## src/rtl/nor_unit_arbiter_pkg.sv

```systemverilog
// rtl/nor_unit_arbiter_pkg.sv - shared FSM encoding and requester indices for nor_unit_arbiter
package nor_unit_arbiter_pkg;

  typedef enum logic [1:0] {
    IDLE = 2'd0,
    EXEC = 2'd1,
    RESP = 2'd2
  } state_t;

  localparam int unsigned REQ0 = 0;
  localparam int unsigned REQ1 = 1;

endpackage

```

## src/rtl/bitwise_nor.sv

```systemverilog
// rtl/bitwise_nor.sv - combinational bitwise NOR of two operands
module bitwise_nor #(
  parameter int WIDTH = 4
) (
  input  logic [WIDTH-1:0] i_op1,
  input  logic [WIDTH-1:0] i_op2,
  output logic [WIDTH-1:0] o_result
);

  assign o_result = ~(i_op1 | i_op2);

endmodule

```

## src/rtl/nor_unit_arbiter.sv

```systemverilog
// rtl/nor_unit_arbiter.sv - round-robin sharing of one bitwise_nor between two requesters
// Optional grant counters enabled by NOR_ARB_GRANT_STATS_EN.
module nor_unit_arbiter
  import nor_unit_arbiter_pkg::*;
#(
  parameter int WIDTH = 4,
  parameter int CNT_W = 8
) (
  input  logic             i_clk,
  input  logic             i_rst_n,
  input  logic [1:0]       i_req_valid,
  output logic [1:0]       o_req_ready,
  input  logic [WIDTH-1:0] i_op1_0,
  input  logic [WIDTH-1:0] i_op2_0,
  input  logic [WIDTH-1:0] i_op1_1,
  input  logic [WIDTH-1:0] i_op2_1,
  output logic [1:0]       o_rsp_valid,
  input  logic [1:0]       i_rsp_ready,
  output logic [WIDTH-1:0] o_rsp_data,
  output logic             o_busy,
  output logic [CNT_W-1:0] o_grant_cnt0,
  output logic [CNT_W-1:0] o_grant_cnt1
);

  state_t           state;
  state_t           state_nxt;
  logic             last_grant;
  logic             owner;
  logic             winner;
  logic             req_hs;
  logic [WIDTH-1:0] op1_q;
  logic [WIDTH-1:0] op2_q;
  logic [WIDTH-1:0] nor_y;
  logic [WIDTH-1:0] rsp_data_q;

  bitwise_nor #(
    .WIDTH (WIDTH)
  ) u_nor (
    .i_op1    (op1_q),
    .i_op2    (op2_q),
    .o_result (nor_y)
  );

  // Under contention the requester that did not win last time goes first.
  assign winner = (i_req_valid == 2'b11) ? ~last_grant : i_req_valid[REQ1];

  always_ff @(posedge i_clk or negedge i_rst_n) begin
    if (!i_rst_n) begin
      state <= IDLE;
    end else begin
      state <= state_nxt;
    end
  end

  always_comb begin
    state_nxt   = state;
    o_req_ready = 2'b00;
    o_rsp_valid = 2'b00;
    req_hs      = 1'b0;
    case (state)
      IDLE: begin
        if (|i_req_valid) begin
          o_req_ready[winner] = 1'b1;
          req_hs              = 1'b1;
          state_nxt           = EXEC;
        end
      end
      EXEC: state_nxt = RESP;
      RESP: begin
        o_rsp_valid[owner] = 1'b1;
        if (i_rsp_ready[owner]) begin
          state_nxt = IDLE;
        end
      end
      default: state_nxt = IDLE;
    endcase
  end

  always_ff @(posedge i_clk or negedge i_rst_n) begin
    if (!i_rst_n) begin
      last_grant <= 1'b1;
      owner      <= 1'b0;
      op1_q      <= '0;
      op2_q      <= '0;
      rsp_data_q <= '0;
    end else begin
      if (req_hs) begin
        owner      <= winner;
        last_grant <= winner;
        op1_q      <= winner ? i_op1_1 : i_op1_0;
        op2_q      <= winner ? i_op2_1 : i_op2_0;
      end
      // Result is kept after the response so late readers still see it.
      if (state == EXEC) begin
        rsp_data_q <= nor_y;
      end
    end
  end

  assign o_rsp_data = rsp_data_q;
  assign o_busy     = (state != IDLE);

`ifdef NOR_ARB_GRANT_STATS_EN
  logic [CNT_W-1:0] cnt0_q;
  logic [CNT_W-1:0] cnt1_q;

  always_ff @(posedge i_clk or negedge i_rst_n) begin
    if (!i_rst_n) begin
      cnt0_q <= '0;
      cnt1_q <= '0;
    end else if (req_hs) begin
      if (winner == 1'(REQ0) && cnt0_q != '1) begin
        cnt0_q <= cnt0_q + 1'b1;
      end
      if (winner == 1'(REQ1) && cnt1_q != '1) begin
        cnt1_q <= cnt1_q + 1'b1;
      end
    end
  end

  assign o_grant_cnt0 = cnt0_q;
  assign o_grant_cnt1 = cnt1_q;
`else
  assign o_grant_cnt0 = '0;
  assign o_grant_cnt1 = '0;
`endif

endmodule

```

## config.mk

```make
export PLATFORM = sky130hd
export DESIGN_NAME = nor_unit_arbiter
export DESIGN_NICKNAME = d
export VERILOG_FILES = /design/src/rtl/nor_unit_arbiter_pkg.sv /design/src/rtl/bitwise_nor.sv /design/src/rtl/nor_unit_arbiter.sv
export SDC_FILE = /design/constraint.sdc
export NUM_CORES = 1
export LEC_CHECK = 0
export BUFFER_PORTS_ARGS = -buffer_cell sky130_fd_sc_hd__buf_2
export CAP_MARGIN = 15
export CORE_MARGIN = 10
export CORE_UTILIZATION = 39
export CTS_CLUSTER_DIAMETER = 60
export DETAILED_ROUTE_END_ITERATION = 16
export PLACE_DENSITY = 0.72
export SYNTH_ARGS = -nofsm -noshare
export SYNTH_HDL_FRONTEND = slang
export SYNTH_HIERARCHICAL = 1
export SYNTH_SLANG_ARGS = --single-unit
```

## constraint.sdc

```tcl
create_clock -name i_clk -period 1.3 [get_ports i_clk]
set_input_delay 0.065 -clock i_clk [delete_from_list [all_inputs] [get_ports i_clk]]
set_output_delay 0.065 -clock i_clk [all_outputs]
set_load 0.01 [all_outputs]
```

== Word-level counts from Yosys, hierarchy flattened ==
Index checks and enable logic that the tools add are counted.
Word-level totals
  input port bits: 22
  output and inout port bits: 25
  register bits: 16
  logic and storage cells: 41
Operators by class
  mux-type cells: 17
  equality and inequality tests: 5
  $lt $le $gt $ge: 4
  reductions and logical operators: 6
  bitwise operators: 3
Operators with widths (count)
  $mux W2: 5
  $mux W4: 2
  $mux W1: 7
  $pmux W2 S3: 1
  $eq A2 B2 Y1 const B: 2
  $lt A1 B2 Y1 const B: 2
  $ne A2 B2 Y1 const B: 2
  $not A4 Y4: 1
  $or A4 B4 Y4: 1
  $demux W1 S1: 2
  $eq A2 B1 Y1 const B: 1
  $ge A1 B1 Y1 const B: 2
  $logic_and A1 B1 Y1: 2
  $logic_not A2 Y1: 1
  $reduce_and A2 Y1: 1
  $reduce_bool A2 Y1: 1
  $reduce_or A2 Y1: 1
  $not A1 Y1: 1

== Logic depth before layout (Yosys ltp) ==
Gate-level depths: netlist of the first run.
  depth in word-level cells: 8
  mapped depth: 5
  gate-level depth less buffers: 3

== Modules after synthesis ==
Netlist of the first run, hierarchy kept.
Modules (own cells, without submodules)
  nor_unit_arbiter: cells an instance 73, times used 1, seq. area each 401.6 µm², area an instance 845.8 µm²
  bitwise_nor: cells an instance 4, times used 1, seq. area each 0.0 µm², area an instance 15.0 µm²

== Worst setup path after synthesis of the first run ==
OpenSTA, ideal clock, no wires.
  kind: flip-flop to flip-flop
  start: register last_grant
  end: register op1_q[3]
  path buffers: 0
  arrival time: 1.158 ns
  setup time: 0.125 ns
  stages on the path, launching flop included: 4
  slack: 0.017 ns
  required time: 1.175 ns
  clock period less this slack: 1.283 ns
  path through: dfstp_2 a21boi_2 mux2_1 mux2_2
On the way
  longest elaborated chain between the ends: 3
RTL lines
  from (decl): line nor_unit_arbiter.sv:27  | logic last_grant;
  from (signal assigned): line nor_unit_arbiter.sv:89  | last_grant <= winner;
  $not A1 Y1: line nor_unit_arbiter.sv:45  | assign winner = (i_req_valid == 2'b11) ? ~last_grant : i_req_valid[REQ1];
  $mux W1: line nor_unit_arbiter.sv:45
  $mux W4: line nor_unit_arbiter.sv:90  | op1_q <= winner ? i_op1_1 : i_op1_0;
  to (signal assigned): line nor_unit_arbiter.sv:90
  to (decl): line nor_unit_arbiter.sv:31  | logic [WIDTH-1:0] op1_q;
No other way between the ends.
A chain may end at the register's enable or synchronous reset.

== Final worst setup path of the first run ==
  start: register last_grant
  end: output o_req_ready[0]
On the way
  longest elaborated chain between the ends: 8
  elaborated cells on any way between the ends: 9
  those cells by class: order compare: 2; mux: 5; bitwise: 1; reduce/logical: 1
RTL lines
  $not A1 Y1 (*): line nor_unit_arbiter.sv:45
  $mux W1 (*): line nor_unit_arbiter.sv:45
  $lt A1 B2 Y1 (implied by the code) or $ge A1 B1 Y1 (tied branches): line nor_unit_arbiter.sv:63  | o_req_ready[winner] = 1'b1;
  $logic_and A1 B1 Y1 (implied by the code): line nor_unit_arbiter.sv:63
  $mux W1 (implied by the code): line nor_unit_arbiter.sv:63
  $demux W1 S1 (*): line nor_unit_arbiter.sv:63
  $mux W2 (*): line nor_unit_arbiter.sv:62  | if (|i_req_valid) begin
  $mux W2 (*): line nor_unit_arbiter.sv:60  | case (state)
  to (decl): line nor_unit_arbiter.sv:12  | output logic [1:0] o_req_ready,
Every way passes the cells marked *; elsewhere a longest branch is shown, timed or not.

==> summary.md, run 1 <==
| Metric | Value |
|---|---|
| Status | finished with violations |
| Failing checks | negative setup slack |
| R2r worst-path depth | 3 |
| Hold path startpoint | i_op1_0[1] |
| DP Wirelength | approximately 1600 um |
| Share of power burned in combinational logic | between 40% and 50% |
| Antenna cells | 0 |
| Die area | 4490 um2 |
| Busiest grt layer | met2 |
| Core area | between 2000 and 2500 um2 |
| Layout Nets | about 140 |
| Synthesized area per cell | around 11 um2 |
| Final hold viol count | 0 |
| Root Driver | clkbuf_4 |
| CP max FO | 3 |
| Port Buffers | 30 |
| Final setup viols | 10 |
| Clk Latency, worst-skew pair | between 0.2 and 0.3 ns |
| RSZ-0062 raised after global routing | yes |
| Antenna viol nets, final | 0 |
| Area growth syn-to-layout | 27.8% |
| Hold Path Sink | op1_q[1] |
| FP Rows | 16 |
| CTS tree | built |
| Top post-synthesis cells by count | buf_4 (18), dfrtp_1 (15), a221o_1 (7), and3_1 (7), nor2_1 (6) |
| Global-route wire length before repair | about 3300 um |
| Leading cell type by number of instances after synthesis | buf_4 |
| CTS HTree Levels | 1 |
| Crit start category | flop |
| Starting density of the core | a little over two fifths |
| R2R Setup Slk | -0.03 ns |
| Ys flop type | dfrtp_1 |
| PnR worst setup slack | -0.0390 ns |
| Part of the power in registers | about two fifths |
| GR met2 Demand/Resource | 15.2% |
| Yosys Warn Count | 6 |
| Worst-case clock buffer depth | 2 |
| Congestion Overflow GR | 0 |
| Final slew viol count | 0 |
| Inserted Clock Buffers | 3 |
| Part of the power in the clock network | 13.7% |
| Vias in the first global route | around 670 |
| Worst Setup End Kind | primary output |
| GP Congestion | 0.801 |
| Grt met3 use | 5.52% |
| Worst R2R End | op1_q[3] |
| Share of cells above drive strength 1 | ~44% |
| Vert. Die Dim | approximately 67 um |
| Worst Skew | 0.00377 ns |
| Seq/Total Area, Yosys | 46.7% |
| Initial DRC count | 25 |
| Synth top area share | between 40% and 50% |
| Initial antenna violation count | 0 |
| Drt drc | 0 |
| Synth area leaders | dfrtp_1 (44%), buf_4 (16%), a221o_1 (8.1%) |
| Critical Path RT | about 1.2 ns |
| Die Span X | around 67 um |
| MaxCap Viol Count | 0 |
| Hold Crit Class | primary input to flop |
| Tmin final | roughly 1.3 ns |
| Setup Crit Path Kind | flop to primary output |
| Number of synthesized flops with an enable pin | 0 |
| Post-route setup TNS | -0.223 ns |
| Total GRT Usage | a little under a tenth |
| PwrDens | approximately 2100 nW/um2 |
| DP Cell Count | 131 |
| Worst IR Drop VDD | 1.12 mV |
| Sw Ratio | between 30% and 40% |
| #FFs+latches synth | 16 |
| Cell taking the most area after synthesis | dfrtp_1 |
| Arr. time, crit path | 1.27 ns |
| Part of the cycle the worst path needs | 103% |
| Post-synthesis cell type count | 20 |
| Pin count of the biggest net entering global routing | 17 |
| Fmax | around 750 MHz |
| WL/cell | roughly 14 um |
| Met1 usage | roughly 10% |
| Lkg Pwr | 0.604 nW |
| Psw | approximately 0.00081 W |
| Via Count | between 600 and 700 |
| Detailed Routing Iterations Pass 1 | 2 |
| Int Power | 0.00154 W |
| Final cell count without fillers | 142 |
| Final wirelength | slightly above 2000 um |
| Io pins | 47 |
| CTS sink count | 16 |
| Post-synth ARST share | 100% |
| Clock-pin slew on the worst setup and hold paths | 0.09 ns |
| Gate Count Post-Synth | 77 |
| FF-to-FF Start | last_grant |
| Cells on Worst Hold Path | 2 |
| Synthesized area | 861 um2 |
| Via-to-Cell Ratio | about 4.6 |
[flip-flops by register name, indices dropped and copies added, names as in the netlist]
name and flops:
op2_q 4, o_rsp_data 4, state 2, op1_q 4, last_grant 1, owner 1
[stage by stage]
step	instance area (um2)	setup slack [ns]	hold slack [ns]	power (W)	util (%)
after floorplan	917	0.0174	-0.231	0.00162	-
after global placement	962	-0.0485	-0.0139	0.00181	47.6
after detailed placement	962	-0.0908	-0.0116	0.00184	47.6
after CTS	1070	-0.0381	0.00363	0.00231	52.8
after global routing	1100	-0.117	0.00480	0.00254	54.4
final	1100	-0.0390	0.0104	0.00235	54.4
[cells in the final DEF (no fill, tap or decap)]
master / n
a21boi_4: 1
a21o_1: 2
a221o_1: 7
and2_4: 1
and3_1: 7
and3_4: 1
buf_12: 1
buf_2: 29
buf_4: 3
buf_6: 3
clkbuf_4: 3
clkbuf_8: 1
conb_1: 16
dfrtp_1: 15
dfstp_2: 1
dlygate4sd3_1: 2
inv_1: 2
inv_2: 1
mux2_1: 3
mux2_2: 4
nand2b_1: 3
nor2_1: 6
nor2_2: 1
o21ai_0: 1
o21ai_4: 1
[critical path: stages, from the launching register on]
cell	delay, ns
dfstp_2	0.57
nand2b_1	0.11
and3_4	0.21
buf_6	0.10
[power by group through the flow]
stage	registers, W	clock network [W]	logic (W)
6_report	0.000906	0.000323	0.00112
5_1_grt	0.000938	0.000357	0.00125
4_1_cts	0.000906	0.000336	0.00106
3_5_place_dp	0.000909	0	0.000928
3_3_place_gp	0.000898	0	0.000907
2_1_floorplan	0.000912	0	0.000705
[layout make-up]
cell class                 count  area (um2)
clock buffer                   4        36.3
fill                         192         922
inverter                       3        11.3
tap                           27        33.8
timing repair buffer          38         241
multi-input combinational     54         375
sequential                    16         402
[how the worst max path moves through the flow]
stage	depth (start not counted)	to	from
floorplan	3	op1_q[3]	last_grant
finish	3	o_req_ready[0]	last_grant
CTS	4	o_req_ready[1]	state[0]
detailed placement	3	op1_q[3]	last_grant
global route	4	o_req_ready[1]	state[0]
global placement	3	op1_q[3]	last_grant
[metal layers]
metal / vias to the layer above / wire [um]
met5: - / 0
met2: 30 / 1020
met4: 0 / 15
li1: 315 / -
met3: 4 / 240
met1: 298 / 771
[cells by family after synthesis]
group	after synthesis	share of synthesized area (%)
simple gates	19	12.6
other cells	1	0.436
compound gates	12	12.8
buf+inv	22	18.3
mux	7	9.16
flops	16	46.7
[timing repair]
| action | in CTS | in global routing |
|---|---|---|
| hold buffers | 2 | 0 |
| setup buffers | 3 | 2 |
| endpoints found under the hold margin | 17 | 0 |
| resized for setup | 5 | 1 |
| setup endpoints to repair | 3 | 11 |
| pin swaps | 10 | 1 |
No activity file was read; power rests on OpenSTA's default activity.
==> run 2, diff against run 1 <==
ABC_AREA = 1   (was not set)
CORE_UTILIZATION = 40   (was 39)
==> run 2 against run 1 <==
The flow now finishes without violations. Flip-flop and latch count is the same. Setup slack improved by 0.042 ns. Largest power group unchanged. Critical path depth grew 2. First-iteration DRC count grew 72%.
==> summary.md, run 2 <==
| Metric | Value |
|---|---|
| Largest family of logic cells by synthesized area | simple AND/OR/NAND/NOR gates |
| Gate Count Post-Synth | roughly 120 |
| Worst Setup End Kind | primary output |
| Seq/Total Area, Yosys | 43.0% |
| Antenna viol nets, final | 0 |
| Number of synthesized flops with an enable pin | 0 |
| Worst IR Drop VDD | about 1.1 mV |
| Synth area leaders | dfrtp_1 (40%), nand2_1 (21%), buf_4 (14%) |
| Commonest non-fill, non-tap cells in the layout | nand2_1 (52), buf_2 (30), conb_1 (16), dfrtp_1 (14), nand3_1 (12) |
| Post-synthesis cell type count | 17 |
| WHS | roughly 0.056 ns |
| Pre-CTS setup slack | 0.0994 ns |
| RSZ-0062 raised after global routing | yes |
| Tmin final | 1.30 ns |
| Fmax | approximately 770 MHz |
| Global-route wire length before repair | about 4000 um |
| Cells along the critical path | nand2_4, nand2_4, inv_2, nor2_1, buf_2 |
| Status | finished, final reports clean |
| Core area | between 2000 and 2500 um2 |
| Share of cells above drive strength 1 | a little under two fifths |
| Area growth syn-to-layout | 29.0% |
| Hold Crit Class | primary input to flop |
| GP Congestion | 0.782 |
| Setup Crit Path Kind | flop to primary output |
| Final setup viols | 0 |
| Simple-gate portion of the synthesized area | between 30 and 40% |
| Total GRT Usage | 11.3% |
| Vias in the first global route | approximately 940 |
| Starting density of the core | roughly 42% |
| Cell taking the most area after synthesis | dfrtp_1 |
| Lkg Pwr | between 0.7 and 0.8 nW |
| Commonest non-fill, non-tap cell in the layout | nand2_1 |
| Antenna cells | 0 |
| Detailed Routing Iterations Pass 1 | 4 |
| DP Wirelength | around 1800 um |
| Synthesized area per cell | 7.53 um2 |
| Arr. time, crit path | around 1.2 ns |
| Drt drc | 0 |
| Met1 usage | between 10 and 15% |
| Part of the cycle the worst path needs | between 90 and 100% |
| CTS sink count | 16 |
| #FFs+latches synth | 16 |
| PwrDens | about 2100 nW/um2 |
| Worst Skew | around 0.0064 ns |
| Final slew viol count | 0 |
| GR met2 Demand/Resource | 18.6% |
| Via-to-Cell Ratio | 4.41 |
| Io pins | 47 |
| Ys flop type | dfrtp_1 |
| Synth top area share | about two fifths |
| CTS tree | built |
| Pin count of the biggest net entering global routing | 17 |
| Busiest grt layer | met2 |
| Top post-synthesis cells by count | nand2_1 (52), buf_4 (17), dfrtp_1 (15), nand3_1 (12), nor2_1 (8) |
| Initial DRC count | 43 |
| Compound-cell area share of the yosys netlist | less than 1% |
| Grt met3 use | ~4.2% |
| Port Buffers | 30 |
| PnR worst setup slack | 0.00284 ns |
| Synthesized area | between 900 and 1000 um2 |
| Worst-case clock buffer depth | 2 |
| Final hold viol count | 0 |
| Post-synthesis adder-cell area fraction | 0% |
| Synth Area in XOR/XNOR | 0% |
| Layout Nets | around 190 |
| Crit start category | flop |
| Post-synth ARST share | between 90% and 100% |
| Via Count | approximately 860 |
| Worst path slowest cell | dfstp_2 |
| CTS HTree Levels | 1 |
| Die area | ~4700 um2 |
| Die Span X | roughly 70 um |
| Vert. Die Dim | roughly 70 um |
| Initial antenna violation count | 0 |
| Crit-path max cell delay | 0.57 ns |
| Final wirelength | between 2000 and 2500 um |
| Clock-pin slew on the worst setup and hold paths | ~0.090 ns |
| Yosys Warn Count | 6 |
| Congestion Overflow GR | 0 |
| FP Rows | 17 |
| CP most frequent cell | nand2_4 |
| WL/cell | ~13 um |
| CP max FO | 4 |
| Root Driver | clkbuf_4 |
| Critical Path RT | around 1.2 ns |
| Inserted Clock Buffers | 3 |
| Buf/Inv on CP | 2 |
| Clk Latency, worst-skew pair | about 0.29 ns |
| Mux cell area share after synthesis | 0% |
| MaxCap Viol Count | 0 |
| Cell family with most CP delay | flip-flops |
| Leading cell type by number of instances after synthesis | nand2_1 |
[run 2: stage by stage]
step                      utilization [%]  TNS (ns)  power, W  cells  area, um2
after global routing                 54.4    -0.159   0.00277    196       1200
after global placement               47.2         0   0.00187    180       1040
after floorplan                         -         0   0.00163    139        990
after CTS                            53.3  -0.00491   0.00246    194       1180
final                                54.4         0   0.00254    196       1200
after detailed placement             47.2         0   0.00191    180       1040
[run 2: per-layer routing]
metal  routed length (um)  vias up
li1                     -      437
met3                  272        6
met5                    0        -
met4                   55        0
met1                 1020      377
met2                 1120       44
[run 2: logic make-up (layout without fill, tap and decap cells)]
group	Yosys count	count (layout)
flops	16	16
simple gates	80	80
buf+inv	26	55
compound gates	1	1
other cells	1	16
[run 2: area by class of cell]
class / instances / area [um2]
clock buffer: 4 / 36.3
fill: 221 / 1010
inverter: 8 / 32.5
multi-input combinational: 97 / 439
sequential: 16 / 403
tap: 28 / 35.0
timing repair buffer: 43 / 258
[run 2: final timing paths]
| path | start | to | slack [ns] | cells after the start |
|---|---|---|---|---|
| max | last_grant | o_req_ready[0] | 0.003 | 5 |
| min | i_rsp_ready[1] | state[1] | 0.06 | 4 |
| max reg2reg | last_grant | op2_q[0] | 0.11 | 8 |
| min reg2reg | o_rsp_data[2] | o_rsp_data[2] | 0.48 | 2 |
| max in group asynchronous | i_rst_n | last_grant | 0.77 | 2 |
| min in group asynchronous | i_rst_n | op1_q[0] | 0.21 | 2 |
[run 2: power breakdown]
group / leakage (nW) / switching (W) / total, W / internal (W)
registers: 0.196 / 0.000140 / 0.000892 / 0.000751
logic: 0.503 / 0.000756 / 0.00132 / 0.000565
clock network: 0.0210 / 0.000153 / 0.000324 / 0.000171
total: 0.720 / 0.00105 / 0.00254 / 0.00149
[run 2: what timing repair did]
item | CTS | global route
buffers inserted | 9 | 2
hold buffers | 1 | 0
hold endpoints to repair | 16 | 0
pin swaps | 4 | 4
resized for setup | 7 | 4
endpoints found under the setup margin | 2 | 3
[run 2: worst min-delay path, stage by stage]
cell	delay [ns]
buf_2	0.08
nand2_1	0.04
nand3_1	0.07
nand2_1	0.05
